$ cat src/rtl/dmem_arb_pkg.sv
// Shared types for the data-memory port arbiter: request owner encoding and
// the in-flight read tag carried down the response pipe.
package dmem_arb_pkg;

    typedef enum logic {
        OWN_LS = 1'b0,
        OWN_IO = 1'b1
    } owner_t;

    typedef struct packed {
        logic   vld;
        owner_t owner;
    } resp_tag_t;

    localparam int STARVE_W = 4;

endpackage

$ cat src/rtl/dmem_arb_resp_pipe.sv
// Read-response routing: a MEM_LATENCY-deep shift of in-flight read tags.
// The tag leaving the pipe selects which master sees mem_rdata.
module dmem_arb_resp_pipe
    import dmem_arb_pkg::*;
#(
    parameter int MEM_LATENCY = 1,
    parameter int DATA_W      = 32
) (
    input  logic              clk,
    input  logic              reset,
    input  resp_tag_t         tag_in,
    input  logic [DATA_W-1:0] mem_rdata,
    output logic              ls_rvalid,
    output logic [DATA_W-1:0] ls_rdata,
    output logic              io_rvalid,
    output logic [DATA_W-1:0] io_rdata
);

    resp_tag_t pipe_q [MEM_LATENCY];
    resp_tag_t tail;

    always_ff @(posedge clk or negedge reset) begin
        if (!reset) begin
            for (int i = 0; i < MEM_LATENCY; i++) begin
                pipe_q[i] <= '0;
            end
        end else begin
            pipe_q[0] <= tag_in;
            for (int i = 1; i < MEM_LATENCY; i++) begin
                pipe_q[i] <= pipe_q[i-1];
            end
        end
    end

    assign tail = pipe_q[MEM_LATENCY-1];

    // The non-owning master always sees zero data.
    always_comb begin
        ls_rvalid = tail.vld & (tail.owner == OWN_LS);
        io_rvalid = tail.vld & (tail.owner == OWN_IO);
        ls_rdata  = ls_rvalid ? mem_rdata : '0;
        io_rdata  = io_rvalid ? mem_rdata : '0;
    end

endmodule

$ cat src/rtl/dmem_port_arbiter.sv
// Shares one data-memory port between the load/store unit and an IO master.
// Define DMEM_ARB_RR_EN for round-robin; default is LS priority with IO starvation guard.
module dmem_port_arbiter
    import dmem_arb_pkg::*;
#(
    parameter int ADDR_W       = 32,
    parameter int DATA_W       = 32,
    parameter int MEM_LATENCY  = 1,
    parameter int STARVE_LIMIT = 4,
    localparam int BE_W        = DATA_W / 8
) (
    input  logic                clk,
    input  logic                reset,
    input  logic                ls_valid,
    output logic                ls_ready,
    input  logic                ls_we,
    input  logic [BE_W-1:0]     ls_be,
    input  logic [ADDR_W-1:0]   ls_addr,
    input  logic [DATA_W-1:0]   ls_wdata,
    output logic                ls_rvalid,
    output logic [DATA_W-1:0]   ls_rdata,
    input  logic                io_valid,
    output logic                io_ready,
    input  logic                io_we,
    input  logic [BE_W-1:0]     io_be,
    input  logic [ADDR_W-1:0]   io_addr,
    input  logic [DATA_W-1:0]   io_wdata,
    output logic                io_rvalid,
    output logic [DATA_W-1:0]   io_rdata,
    output logic                mem_en,
    output logic                mem_we,
    output logic [BE_W-1:0]     mem_be,
    output logic [ADDR_W-1:0]   mem_addr,
    output logic [DATA_W-1:0]   mem_wdata,
    input  logic                mem_ready,
    input  logic [DATA_W-1:0]   mem_rdata,
    output logic [STARVE_W-1:0] starve_cnt
);

    // Handshake: a request transfers when x_valid & x_ready; x_ready is only
    // ever high for the granted master while mem_ready is high, and the
    // requester keeps valid and fields stable until that cycle.
    logic      io_wins;
    owner_t    grant;
    resp_tag_t tag_in;

`ifdef DMEM_ARB_RR_EN
    owner_t last_grant;

    // Reset to IO so the first contended cycle goes to LS.
    always_ff @(posedge clk or negedge reset) begin
        if (!reset) begin
            last_grant <= OWN_IO;
        end else if (ls_ready | io_ready) begin
            last_grant <= grant;
        end
    end

    assign io_wins    = io_valid & (~ls_valid | (last_grant == OWN_LS));
    assign starve_cnt = '0;
`else
    localparam logic [STARVE_W-1:0] LIMIT = STARVE_W'(STARVE_LIMIT);

    logic [STARVE_W-1:0] starve_q;

    // Counts LS wins while IO waits; stalled memory cycles leave it alone.
    always_ff @(posedge clk or negedge reset) begin
        if (!reset) begin
            starve_q <= '0;
        end else if (io_ready) begin
            starve_q <= '0;
        end else if (io_valid & ls_ready & (starve_q != LIMIT)) begin
            starve_q <= starve_q + 1'b1;
        end
    end

    assign io_wins    = io_valid & (~ls_valid | (starve_q == LIMIT));
    assign starve_cnt = starve_q;
`endif

    always_comb begin
        grant     = OWN_LS;
        ls_ready  = 1'b0;
        io_ready  = 1'b0;
        mem_en    = 1'b0;
        mem_we    = 1'b0;
        mem_be    = '0;
        mem_addr  = '0;
        mem_wdata = '0;
        if (reset) begin
            grant    = io_wins ? OWN_IO : OWN_LS;
            ls_ready = mem_ready & ls_valid & ~io_wins;
            io_ready = mem_ready & io_wins;
            mem_en   = (ls_valid | io_valid) & mem_ready;
            if (io_wins) begin
                mem_we    = io_we;
                mem_be    = io_be;
                mem_addr  = io_addr;
                mem_wdata = io_wdata;
            end else if (ls_valid) begin
                mem_we    = ls_we;
                mem_be    = ls_be;
                mem_addr  = ls_addr;
                mem_wdata = ls_wdata;
            end
        end
    end

    always_comb begin
        tag_in.vld   = mem_en & ~mem_we;
        tag_in.owner = grant;
    end

    dmem_arb_resp_pipe #(
        .MEM_LATENCY (MEM_LATENCY),
        .DATA_W      (DATA_W)
    ) u_resp_pipe (
        .clk       (clk),
        .reset     (reset),
        .tag_in    (tag_in),
        .mem_rdata (mem_rdata),
        .ls_rvalid (ls_rvalid),
        .ls_rdata  (ls_rdata),
        .io_rvalid (io_rvalid),
        .io_rdata  (io_rdata)
    );

endmodule

$ cat config.mk
export PLATFORM = sky130hd
export DESIGN_NAME = dmem_port_arbiter
export DESIGN_NICKNAME = d
export VERILOG_FILES = /design/src/rtl/dmem_arb_pkg.sv /design/src/rtl/dmem_arb_resp_pipe.sv /design/src/rtl/dmem_port_arbiter.sv
export SDC_FILE = /design/constraint.sdc
export NUM_CORES = 1
export LEC_CHECK = 0
export CORE_AREA = 2 2 122 124
export CTS_BUF_LIST = sky130_fd_sc_hd__clkbuf_16
export DETAILED_ROUTE_END_ITERATION = 8
export DIE_AREA = 0 0 124 126
export MAX_ROUTING_LAYER = met4
export SLEW_MARGIN = 25
export SYNTH_ARGS = -nofsm -noshare
export SYNTH_HDL_FRONTEND = slang
export SYNTH_SLANG_ARGS = --single-unit
$ cat constraint.sdc
create_clock -name clk -period 1.8 [get_ports clk]
set_input_delay 0.27 -clock clk [delete_from_list [all_inputs] [get_ports clk]]
set_output_delay 0.27 -clock clk [all_outputs]
set_load 0.05 [all_outputs]
==> flow_results.org, run 1 <==
** Power and ir drop
- Dividing total power by cell area gives a power density of 503.3 nW/um^2.
- After layout, the design draws a total of 3443 uW.
- Standby leakage power :: 0.002945 uW
- Max rail drop VDD :: 0.2428 mV
- Sequential cells account for 5.6% of the total power.
- Switching power as a share of total power :: 43.39%
- The clock network burns 10.7% of the power.
- Combinational logic is responsible for 83.7% of the overall power.
- Cell Int Power :: 1949 uW
- For this design the total switching power over the nets is 1494 uW.

** Clock tree
- CTS placed an instance of sky130_fd_sc_hd__clkbuf_16 at the clock tree root.
- Buffers inserted during clock tree synthesis total 3.
- TritonCTS built the clock tree.
- Number of clock sinks :: 6
- Hold-fix buffers at CTS :: 0
- Maximum number of buffers from clock root to sink :: 2
- For the worst-skew pair, the clock arrives at the later sink with an insertion delay of 230 ps.
- Clock-pin slew was measured on the worst setup and hold paths at 40 ps.
- CTS built an H-tree with a depth of 1.

** Status
- Failing checks :: negative setup slack
- The flow ran to the end, but the final reports show violations.

** Logic synthesis
- Synth Area in Adders :: 1.584%
- Post-Syn Instances :: 196
- Area fraction in compound gates after synthesis :: 42.52%
- Ranked by total cell area, the synthesized netlist is headed by sky130_fd_sc_hd__a22o_1, sky130_fd_sc_hd__and2_1, sky130_fd_sc_hd__and3_1.
- Dividing the synthesized area by the synthesized cell count gives 8.063 um^2.
- Multiplexer cells account for 0.6334% of the synthesized area.
- The Yosys step of the flow raised 0 warnings.
- Area share of the largest cell type after synthesis :: 38.24%
- Post-synthesis xor/xnor area fraction :: 0%
- Number of distinct standard cells referenced by the synthesized netlist :: 23
- Of the total synthesized cell area, the portion taken by AND, OR, NAND and NOR gates is 31.99%.
- The share of the Yosys chip area taken by registers is 9.501%.
- In this run, synthesis produced a sequential element count of 6.
- When the netlist entered floorplanning its net count stood at 373.
- Cell taking the most area after synthesis :: sky130_fd_sc_hd__a22o_1
- Post-Synthesis Cell Area :: 1580 um^2
- Largest family of logic cells by synthesized area :: compound AO/OA/AOI/OAI gates

** STA
- Number of max-slew violations in the final report :: 0
- Skew final :: 4.649 ps
- Setup violations remaining at the end of the flow were counted as 70.
- The count of endpoints failing hold in the final timing report came to 0.
- Setup repair after global routing missed its margin :: yes
- Worst-case hold slack :: 447.0 ps
- Post-route fraction of the period consumed by the critical path :: 116.4%
- For the pin with the worst max-slew slack, the measured transition is 377.7 ps.
- Timing would allow up to 477.4 MHz.
- After layout, the worst setup slack is -294.6 ps.
- Headroom to the max-slew limit :: 74.82%
- Min cycle time layout :: 2095 ps

** GRT
- Antenna violations before repair :: 0
- Total overflow reported by the global router :: 0
- Pin count of the biggest net entering global routing :: 41
- In the global route stage, met1 resource usage came out at 13.78%.
- Met3 GRT Util :: 4.303%
- Tot GR Track Use :: 14.98%
- The global routing stage identified its most utilized layer as met2.
- Number of global-route vias before repair :: 3232
- In the global route stage, met2 resource usage came out at 29.77%.
- Global-route wire length before repair :: 17660 um

** Critical path
- The worst setup path is launched from a flip-flop.
- Critical R2R Launch :: starve_cnt[0]
- Critical Path End :: mem_wdata[26]
- Crit Reg-Reg Endpoint :: u_resp_pipe.pipe_q[1]
- The critical path in this run is classified as flip-flop to primary output.
- The worst register-to-register path has a setup slack of 130 ps.
- STA puts the critical path data required time at 1530 ps.
- Data arrives at the worst endpoint at 1820 ps.
- Startpoint of the worst setup timing path :: starve_cnt[0]
- Critical path endpoint category :: primary output
- Worst Reg2Reg Path Length in Cells :: 6
- Maximum fanout count along the critical path :: 40

** Placed design
- At the end of routability-driven placement, the weighted congestion stood at 0.8140.
- Sum of net half-perimeters after detailed placement :: 10410 um
- After detailed placement, the design holds a cell count of 690.
- Buffers placed on the I/O ports in this run total 316.

** Drt
- After detailed routing, the number of remaining DRC violations is 0.
- Via total after detailed routing :: 3011
- After the first detailed-routing iteration, the DRC count stood at 68.
- Wire length reported by the detailed router :: 12590 um
- Once detail routing completed, the nets flagged for antenna violations numbered 0.
- Wire per inst :: 17.86 um
- Using the TritonRoute via totals, the vias-per-cell ratio works out to 4.271.
- The first detailed-routing pass ran for 4 iterations.

** Cells and area
- Fill cell instance count of the final layout :: 1284
- Number of inserted diodes :: 0
- Final cell count without fillers :: 705
- Of the cells placed in the final design, the portion with a size suffix greater than 1 is 48.75%.
- Net count reported at finish :: 699
- Area added between synthesis and finish :: 332.9%

** Die
- X dimension of the die :: 124 um
- The die covers 15620 um^2.
- Floorplan Core Area :: 14310 um^2
- Number of placement rows :: 44
- Initial Util :: 11.04%
- 317 I/O pins were placed.
- From bottom edge to top edge, the die measures 126 um.

** Worst hold path
- The worst hold path belongs to the class input port to asynchronous set/reset pin.

** Flow run
- The tool flagged a number of max-cap violations equal to 0.
cell usage in the layout, fill, tap and decap left out, types with 2 or more instances in the layout:
| cell | n |
|---|---|
| sky130_fd_sc_hd__a22o_2 | 56 |
| sky130_fd_sc_hd__a22o_4 | 13 |
| sky130_fd_sc_hd__and2_1 | 33 |
| sky130_fd_sc_hd__and2_4 | 2 |
| sky130_fd_sc_hd__and3_1 | 33 |
| sky130_fd_sc_hd__buf_12 | 143 |
| sky130_fd_sc_hd__buf_16 | 4 |
| sky130_fd_sc_hd__buf_4 | 20 |
| sky130_fd_sc_hd__buf_6 | 2 |
| sky130_fd_sc_hd__clkbuf_16 | 5 |
| sky130_fd_sc_hd__clkdlybuf4s50_1 | 174 |
| sky130_fd_sc_hd__dfrtp_1 | 3 |
| sky130_fd_sc_hd__dfrtp_2 | 3 |
| sky130_fd_sc_hd__inv_1 | 4 |
| sky130_fd_sc_hd__inv_2 | 2 |
| sky130_fd_sc_hd__nand2_1 | 6 |
| sky130_fd_sc_hd__nand3_1 | 3 |
| sky130_fd_sc_hd__o21ai_0 | 2 |
critical path: stages (launching register included):
cell                       delay (ps)
sky130_fd_sc_hd__dfrtp_2          400
sky130_fd_sc_hd__inv_2             70
sky130_fd_sc_hd__ha_4             130
sky130_fd_sc_hd__nand3b_4         100
sky130_fd_sc_hd__o211a_4          280
sky130_fd_sc_hd__buf_12           180
sky130_fd_sc_hd__a22o_2           250
sky130_fd_sc_hd__buf_12           150
power groups by stage:
stage	clock network (uW)	registers, uW	logic [uW]
2_1_floorplan	0	312	1160
5_1_grt	387	198	3000
4_1_cts	371	194	2870
6_report	367	193	2880
3_3_place_gp	0	193	2740
3_5_place_dp	0	196	2770
cells in the mapped netlist, drive strengths merged:
master  instances
a22o           69
and2           35
and3           33
buf            15
clkbuf          9
dfrtp           6
nand2           6
inv             5
nand3           3
ha              2
o21ai           2
a21oi           1
a221oi          1
and4b           1
mux2i           1
nand3b          1
nand4           1
nor2b           1
o211a           1
o211ai          1
o22ai           1
o311ai          1
final cells by class:
cell class	count	area, um^2	share of cell area, %
Timing Repair Buffer	345	4937	72.18
Tap cell	184	230.2	3.366
Inverter	5	18.77	0.2744
Clock buffer	3	75.07	1.097
Sequential cell	6	153.9	2.250
Multi-Input combinational cell	161	1421	20.78
Clock inverter	1	3.754	0.05487
sequential cells by signal (all words and copies together), names as in the netlist:
name                cells
starve_cnt              4
u_resp_pipe.pipe_q      2
metrics by stage:
stage          worst slack [ps]  utilization [%]  setup TNS [ps]  instance area, um^2
2_1_floorplan            -165.5                -          -11200                 1742
3_3_place_gp             -206.6            45.35          -12730                 6491
3_5_place_dp             -197.8            45.35          -12300                 6491
4_1_cts                  -293.9            47.10          -19320                 6741
5_1_grt                  -361.6            47.79          -23640                 6840
6_report                 -294.6            47.79          -19120                 6840
per-layer routing:
layer	part of all wire (%)	vias to the layer above	routed length, um
li1	-	1409	-
met3	11	12	1405
met4	1.4	0	170
met5	0	-	0
met1	31	1373	3960
met2	56	217	7053
what timing repair did:
item                                    in CTS  in global routing
setup buffers                                6                  0
gates cloned                                 3                  2
hold endpoints to repair                     0                  0
pin swaps                                    1                  4
gates resized for setup                      6                  7
endpoints found under the setup margin      71                 72
how the worst min path moves through the flow:
| stage | start | endpoint | depth (start not counted) | slack [ps] |
|---|---|---|---|---|
| floorplan | reset | starve_cnt[0] | 0 | -30 |
| global placement | starve_cnt[3] | starve_cnt[3] | 3 | 590 |
| detailed placement | starve_cnt[0] | starve_cnt[0] | 2 | 620 |
| CTS | reset | starve_cnt[3] | 2 | 460 |
| global route | reset | starve_cnt[3] | 2 | 480 |
| finish | reset | starve_cnt[3] | 2 | 450 |
cell families (layout without fill, tap and decap cells):
kind of cell               count (synthesis)  in the layout
buffers and inverters                     29            354
muxes                                      1              1
AOI/OAI and AO/OA                         77             77
DFF                                        6              6
and+or+nand+nor                           81             81
adders and majority gates                  2              2
No activity file was read; power rests on OpenSTA's default activity.
==> run 2, diff against run 1 <==
- CORE_AREA: 2 2 122 124 -> 2 2 124 126
- DIE_AREA: 0 0 124 126 -> 0 0 126 128
- clock period: 1.8 -> 2.6 ns (I/O delays scaled with it)
==> flow_results.org, run 2 (same netlist as run 1, synthesis figures left out) <==
** GRT
- Global-route wire length before repair :: 16350 um (-7.5%)
- The maximum number of pins on one net before global-route repair was 72 (+76%).
- The initial antenna violation count is 0 (unchanged).
- Total overflow reported by the global router :: 0 (unchanged)
- The total routing usage reported by global routing was 13.05% (-1.9 points).
- The number of global-route vias before repair came to 2934 (-9.2%).

** STA
- Setup-violating endpoint count in the final report :: 0 (-100%)
- The worst slew margin relative to its limit came to 64.27% (-11 points).
- Peak Freq :: 412.4 MHz
- Setup repair after global routing left no endpoint under its margin.
- The transition at the pin with the smallest max-transition slack was 534.3 ps (+156.6 ps).
- The setup total negative slack was 0 ps (+19120 ps).
- The setup clock skew after layout is 3.448 ps (-1.201 ps).
- Min cycle time layout :: 2425 ps
- Final hold vios :: 0 (unchanged)
- The final critical path takes up 93.26% of the cycle.
- The final count of pins violating max slew was 0 (unchanged).
- Worst setup slack after layout :: 175.2 ps (+469.8 ps)

** Power and ir drop
- The total leakage power came to 0.002551 uW (-13%).
- Max rail drop VDD :: 0.1624 mV (-33%)
- Power Dens Cells :: 361.2 nW/um^2 (-28%)

** Clock tree
- CTS placed an instance of sky130_fd_sc_hd__clkbuf_16 at the clock tree root.
- Number of clock sinks :: 6 (unchanged)
- TritonCTS built the clock tree.
- The post-CTS setup buffer count is 0 (-6).
- The number of clock buffers inserted by TritonCTS came to 3 (unchanged).
- The clock slew seen by the registers of the worst setup and hold paths is 30 ps (about the same).
- The H-tree depth was 1 (unchanged).
- The worst-case clock buffer depth was 2 (unchanged).
- The post-cts repair resize count was 0 (-6).
- Hold-fix buffers at CTS :: 0 (unchanged)
- Insertion delay of the later-clocked pin in the worst-skew pair :: 230 ps (about the same)

** Cells and area
- The proportion of layout cells with a drive suffix above 1 was 26.05% (-23 points).
- Fill cell instance count of the final layout :: 1442 (+12%)
- The number of flip-flops under the largest register name was 4 (unchanged).
- Most common cell after layout, fill and taps aside :: sky130_fd_sc_hd__clkdlybuf4s50_1
- Area added between synthesis and finish :: 277.5%
- Leading cell types in the layout, fill and taps excluded :: sky130_fd_sc_hd__clkdlybuf4s50_1, sky130_fd_sc_hd__buf_12, sky130_fd_sc_hd__a22o_1, sky130_fd_sc_hd__and2_1, sky130_fd_sc_hd__and3_1
- The final net count was 678 (-3.0%).

** Drt
- Wire length reported by the detailed router :: 11320 um (-10%)
- Remaining DRCs :: 0 (unchanged)
- The number of antenna-violating nets in the routed design came to 0 (unchanged).
- The number of DRC violations after detailed-routing iteration 0 is 43 (-37%).
- The post-detailed-route via-to-cell ratio came to 4.150 (-2.8%).
- The number of detailed-route iterations in the first pass is 4 (unchanged).
- Wire per inst :: 16.46 um (-7.8%)
- The via count of the routed design was 2855 (-5.2%).

** Placed design
- The count of input and output buffers came to 316 (unchanged).
- The placer's final routability congestion estimate was 0.8781 (+7.9%).
- The sum of net half-perimeters after detailed placement was 9950 um (-4.4%).
- The post-placement setup slack is 183.3 ps (+381.0 ps).

** Critical path
- Maximum fanout count along the critical path :: 71 (+78%)
- The worst setup path is launched from a flip-flop.
- Worst Path Required :: 2210 ps (+680 ps)
- Worst Reg2Reg Path Length in Cells :: 6 (unchanged)
- Critical path endpoint category :: primary output
- CP arrival :: 2030 ps (+210 ps)
- By startpoint and endpoint, the worst setup path is classified as flip-flop to primary output.

** Die
- Initial Util :: 10.63% (-0.41 points)
- The count of pins on the block boundary came to 317 (unchanged).
- Die Height :: 128 um (+1.6%)
- Number of placement rows :: 45 (+2.3%)
- The die area was 16130 um^2 (+3.2%).
- The width of the die came to 126 um (+1.6%).
- The area of the core came to 14860 um^2 (+3.8%).

** Worst hold path
- The min-delay analysis places its worst path in the category input port to asynchronous set/reset pin.

** Status
- Status :: finished, final reports clean

** Flow run
- The number of max-capacitance violations reported was 0 (unchanged).
run 2: cell types whose count changed in the layout (fill, tap and decap cells not counted), sizes merged:
cell           previous run  this run
inv                       6         5
clkdlybuf4s50           174       200
diode                     0         1
clkbuf                    5         3
buf                     169       124
run 2: metrics by stage:
stage	util (%)	power, uW	hold slack, ps	area, um^2	cells
after floorplan	-	962.4	94.41	1580	196
after global placement	39.61	1902	542.0	5888	684
after detailed placement	39.61	1922	585.0	5888	684
after CTS	40.12	2180	544.9	5963	687
after global routing	40.12	2231	571.6	5963	687
final	40.13	2155	542.3	5966	688
run 2: report_power, final:
group / switching, uW / internal, uW / leakage (uW)
Clock: 50.6 / 197 / 0.0000370
Combinational: 890 / 871 / 0.00244
Sequential: 30.3 / 116 / 0.0000732
run 2: worst max-delay path, stage by stage (launching register included):
cell                       delay, ps
sky130_fd_sc_hd__dfrtp_1         430
sky130_fd_sc_hd__inv_1            80
sky130_fd_sc_hd__ha_1            190
sky130_fd_sc_hd__nand3b_4        120
sky130_fd_sc_hd__a21oi_4         200
sky130_fd_sc_hd__buf_12          300
sky130_fd_sc_hd__a22o_1          280
sky130_fd_sc_hd__buf_12          150
run 2: path summary, 6_finish.rpt:
| kind | start | to | slack [ps] |
|---|---|---|---|
| max | starve_cnt[0] | mem_addr[15] | 180 |
| min | reset | starve_cnt[1] | 540 |
| max reg2reg | starve_cnt[0] | u_resp_pipe.pipe_q[1] | 840 |
| min reg2reg | starve_cnt[3] | starve_cnt[3] | 600 |
| max in group asynchronous | reset | starve_cnt[3] | 1930 |
| min in group clk | starve_cnt[3] | starve_cnt[3] | 600 |
run 2: layer usage:
layer / global-route usage [%] / vias to the layer above / part of all wire (%) / wire length, um
met3: 4.508 / 10 / 12 / 1323
met1: 12.36 / 1270 / 33 / 3731
met5: - / - / 0 / 0
met4: 1.164 / 0 / 0.28 / 32
met2: 26.22 / 211 / 55 / 6235
li1: - / 1364 / - / -
run 2: layout make-up:
type,instances,area (um^2),share of cell area [%]
Antenna cell,1,2.502,0.04195
Clock buffer,3,75.07,1.258
Inverter,5,18.77,0.3146
Multi-Input combinational cell,161,1212,20.32
Sequential cell,6,150.1,2.517
Tap cell,188,235.2,3.943
Timing Repair Buffer,324,4272,71.60
==> run 3, diff against run 2 <==
- ABC_AREA: unset -> 1
- CORE_AREA: 2 2 124 126 -> 2 2 122 124
- DIE_AREA: 0 0 126 128 -> 0 0 124 126
==> flow_results.org, run 3 <==
** Power and ir drop
- The power density of the placed cells was 353.3 nW/um^2 (-2.2%).
- The worst-case vdd ir drop came to 0.1814 mV (+12%).
- The net switching share of the total power is 47.86% (+2.8 points).
- Share of power burned in registers :: 7.4% (+0.6 points)
- The cell internal power dissipation is 1053 uW (-11%).
- Standby leakage power :: 0.002835 uW (+11%)
- The clock share of power is 12.3% (+0.8 points).
- The combinational group share of total power was 80.3% (-1.4 points).
- Net load switching power :: 966.4 uW (-0.50%)

** STA
- Worst-margin pin slew :: 922.8 ps (+388.6 ps)
- The setup clock skew after layout is 0.9320 ps (-2.516 ps).
- The worst slew margin relative to its limit came to 38.41% (-26 points).
- Final hold vios :: 0 (unchanged)
- Setup repair after global routing missed its margin :: no
- The count of endpoints failing setup in the final report is 0 (unchanged).
- The fmax is 429.2 MHz (+4.1%).
- Min cycle time layout :: 2330 ps (-94.78 ps)
- Post-route fraction of the period consumed by the critical path :: 89.62% (-3.6 points)
- Worst setup slack after layout :: 269.9 ps (+94.78 ps)
- Number of max-slew violations in the final report :: 0 (unchanged)
- The minimum hold slack was 539.9 ps (-2.410 ps).
- Total negative setup slack :: 0 ps (unchanged)

** Drt
- The routed length per instance was 14.02 um (-15%).
- Wire length reported by the detailed router :: 12020 um (+6.1%)
- The number of DRC violations after detailed-routing iteration 0 was 71 (+65%).
- The number of remaining DRC errors is 0 (unchanged).
- Detailed-route vias per instance :: 3.984 (-4.0%)
- The via count of the routed design came to 3414 (+20%).
- Final ANT Viol Nets :: 0 (unchanged)
- The number of detailed-route iterations in the first pass was 4 (unchanged).

** Cells and area
- The fill cell instance count of the final layout was 1542 (+6.9%).
- The non-filler instance count after layout is 857 (+25%).
- The final antenna diode count came to 0 (-1).
- The proportion of layout cells with a drive suffix above 1 came to 22.29% (-3.8 points).
- Flip-flop count of the largest register, all copies and words added :: 4 (unchanged)
- Area added between synthesis and finish :: 232.9%
- The post-route cell area is 5715 um^2 (-4.2%).
- Leading cell types in the layout, fill and taps excluded :: sky130_fd_sc_hd__clkdlybuf4s50_1, sky130_fd_sc_hd__nand2_1, sky130_fd_sc_hd__buf_12, sky130_fd_sc_hd__nand3_1, sky130_fd_sc_hd__nor2_1
- The area of the multi-input gates was 1252 um^2 (+3.3%).
- The register area was 150.1 um^2 (unchanged).
- The library cell used most frequently in the layout, excluding fill and tap cells, is sky130_fd_sc_hd__clkdlybuf4s50_1.
- Net count reported at finish :: 852 (+26%)

** Clock tree
- The number of clock sinks is 6 (unchanged).
- CTS placed an instance of sky130_fd_sc_hd__clkbuf_16 at the clock tree root.
- Hold-fix buffers at CTS :: 0 (unchanged)
- The clock slew seen by the registers of the worst setup and hold paths was 30 ps (about the same).
- The number of clock buffers inserted by TritonCTS is 3 (unchanged).
- Post-CTS Setup Inserts :: 0 (unchanged)
- Clock tree from TritonCTS :: yes
- The clock network latency to the later pin of the worst-skew pair was 230 ps (about the same).
- The post-cts repair resize count is 0 (unchanged).
- The H-tree depth came to 1 (unchanged).
- Maximum number of buffers from clock root to sink :: 2 (unchanged)

** Placed design
- The number of placed instances with taps included came to 854 (+25%).
- The post-placement setup slack came to 346.4 ps (+163.1 ps).
- Port buffer count :: 316 (unchanged)
- The sum of net half-perimeters after detailed placement was 10310 um (+3.6%).
- Global placer's final weighted congestion :: 0.8020 (-8.7%)
- Post-detailed-placement cell area :: 5640 um^2 (-4.2%)

** Die
- Initial Util :: 11.99% (+1.4 points)
- Num ports :: 317 (unchanged)
- Number of placement rows :: 44 (-2.2%)
- The area of the core came to 14310 um^2 (-3.7%).
- X dimension of the die :: 124 um (-1.6%)
- The die area is 15620 um^2 (-3.1%).
- Die Height :: 126 um (-1.6%)

** Critical path
- Worst Path Required :: 2210 ps (about the same)
- The largest driver fanout on the critical path is 42 (-41%).
- Worst Setup Start Kind :: flip-flop
- The setup path with the least slack is of type flip-flop to primary output.
- Critical path endpoint category :: primary output
- The number of cell instances on the worst register-to-register path was 8 (+2).
- The setup slack of the most critical reg-to-reg path came to 970 ps (+130 ps).
- The startpoint identified for the worst register-to-register timing path is starve_cnt[0].
- CP arrival :: 1940 ps (-90 ps)
- Crit Reg-Reg Endpoint :: starve_cnt[3]

** GRT
- The initial antenna violation count came to 0 (unchanged).
- Number of global-route vias before repair :: 3288 (+12%)
- Global-route wire length before repair :: 17170 um (+5.0%)
- Tot GR Track Use :: 14.36% (+1.3 points)
- The maximum number of pins on one net before global-route repair came to 51 (-29%).
- Total overflow reported by the global router :: 0 (unchanged)

** Logic synthesis
- Among all flip-flop cells after synthesis, the most frequent one is sky130_fd_sc_hd__dfrtp_1.
- The largest total area in the synthesized netlist belongs to sky130_fd_sc_hd__nand2_1.
- Leading post-synthesis cells by cell area :: sky130_fd_sc_hd__nand2_1, sky130_fd_sc_hd__nand3_1, sky130_fd_sc_hd__nor2_1
- Portion of the post-synthesis area used by sequential elements :: 8.746% (-0.75 points)
- Synthesized area per cell :: 4.590 um^2 (-43%)
- The count of flip-flops with a built-in enable after synthesis came to 0 (unchanged).
- Post-Syn Instances :: 374 (+91%)
- Most used standard cell by instance count after synthesis :: sky130_fd_sc_hd__nand2_1
- Top cells by instance count after synthesis :: sky130_fd_sc_hd__nand2_1, sky130_fd_sc_hd__nand3_1, sky130_fd_sc_hd__nor2_1
- Number of distinct standard cells referenced by the synthesized netlist :: 18 (-22%)
- Net count after synthesis :: 551 (+48%)
- Number of warnings issued by yosys :: 0 (unchanged)
- Fraction of registers with async set/reset :: 100.0% (unchanged)
- The total of flip-flops plus latches after synthesis was 6 (unchanged).
- The post-synthesis cell area came to 1717 um^2 (+8.6%).
- The top cell type's share of synthesized area was 31.27% (-7.0 points).

** Status
- Status :: finished, final reports clean

** Flow run
- The number of max-capacitance violations reported came to 0 (unchanged).

** Worst hold path
- The min-delay analysis places its worst path in the category input port to asynchronous set/reset pin.
## run 3: changes by cell type after synthesis, sizes merged, moves of 2 or more
| cell | delta |
|---|---|
| xor2 | +2 |
| buf | +5 |
| nand2 | +137 |
| inv | +38 |
| a22o | -69 |
| and3 | -32 |
| nand3 | +70 |
| nor2 | +72 |
| and2 | -35 |
## run 3: cells by family (layout without fill, tap and decap cells)
kind of cell | count (synthesis) | after routing | synth area share, %
buffers and inverters | 71 | 370 | 18.44
AO/OA/AOI/OAI | 3 | 3 | 0.8744
adder cells (fa/ha/maj) | 2 | 2 | 1.457
XOR/XNOR | 2 | 2 | 1.021
AND/OR/NAND/NOR | 290 | 290 | 69.46
flip-flops | 6 | 6 | 8.746
## run 3: power groups by stage
stage	logic [uW]	registers [uW]	clock network [uW]
global placement	1630	151	0
floorplan	689	235	0
detailed placement	1640	150	0
finish	1620	150	248
CTS	1640	150	258
global route	1700	155	265
## run 3: layout make-up
cell class	instances	area share (%)
repair buffers	324	67.29
multi-input cells	297	21.91
flip-flops and latches	6	2.627
inverters	43	2.824
well taps	184	4.028
clock buffers	3	1.313
## run 3: metrics by stage
step                      util (%)  total power (uW)
after floorplan                  -             923.8
after global placement       39.41              1780
after detailed placement     39.41              1786
after CTS                    39.93              2045
after global routing         39.93              2120
final                        39.93              2019
## run 3: how the worst max path moves through the flow
| stage | start | end | slack (ps) |
|---|---|---|---|
| after detailed placement | reset | mem_wdata[31] | 350 |
| after global placement | reset | mem_wdata[31] | 360 |
| after global routing | starve_cnt[0] | mem_wdata[3] | 110 |
| after CTS | starve_cnt[0] | mem_wdata[3] | 230 |
| after floorplan | u_resp_pipe.pipe_q[0] | ls_rdata[10] | 40 |
| final | starve_cnt[0] | mem_wdata[3] | 270 |
## run 3: worst max-delay path, cell delays in order (launching register included)
cell and delay [ps]:
sky130_fd_sc_hd__dfrtp_1 400, sky130_fd_sc_hd__inv_1 110, sky130_fd_sc_hd__ha_1 150, sky130_fd_sc_hd__nand3_1 90, sky130_fd_sc_hd__nand2_1 100, sky130_fd_sc_hd__nand2_2 100
sky130_fd_sc_hd__nor2_4 160, sky130_fd_sc_hd__buf_12 220, sky130_fd_sc_hd__nand2_1 80, sky130_fd_sc_hd__nand2_1 130, sky130_fd_sc_hd__buf_12 150
## run 3: routing by layer
layer  global-route usage [%]  share of wire, %  vias up
met3                    2.763               9.5        4
met4                    1.454              0.48        0
li1                         -                 -     1730
met5                        -                 0        -
met1                    14.98                37     1480
met2                    28.22                53      200
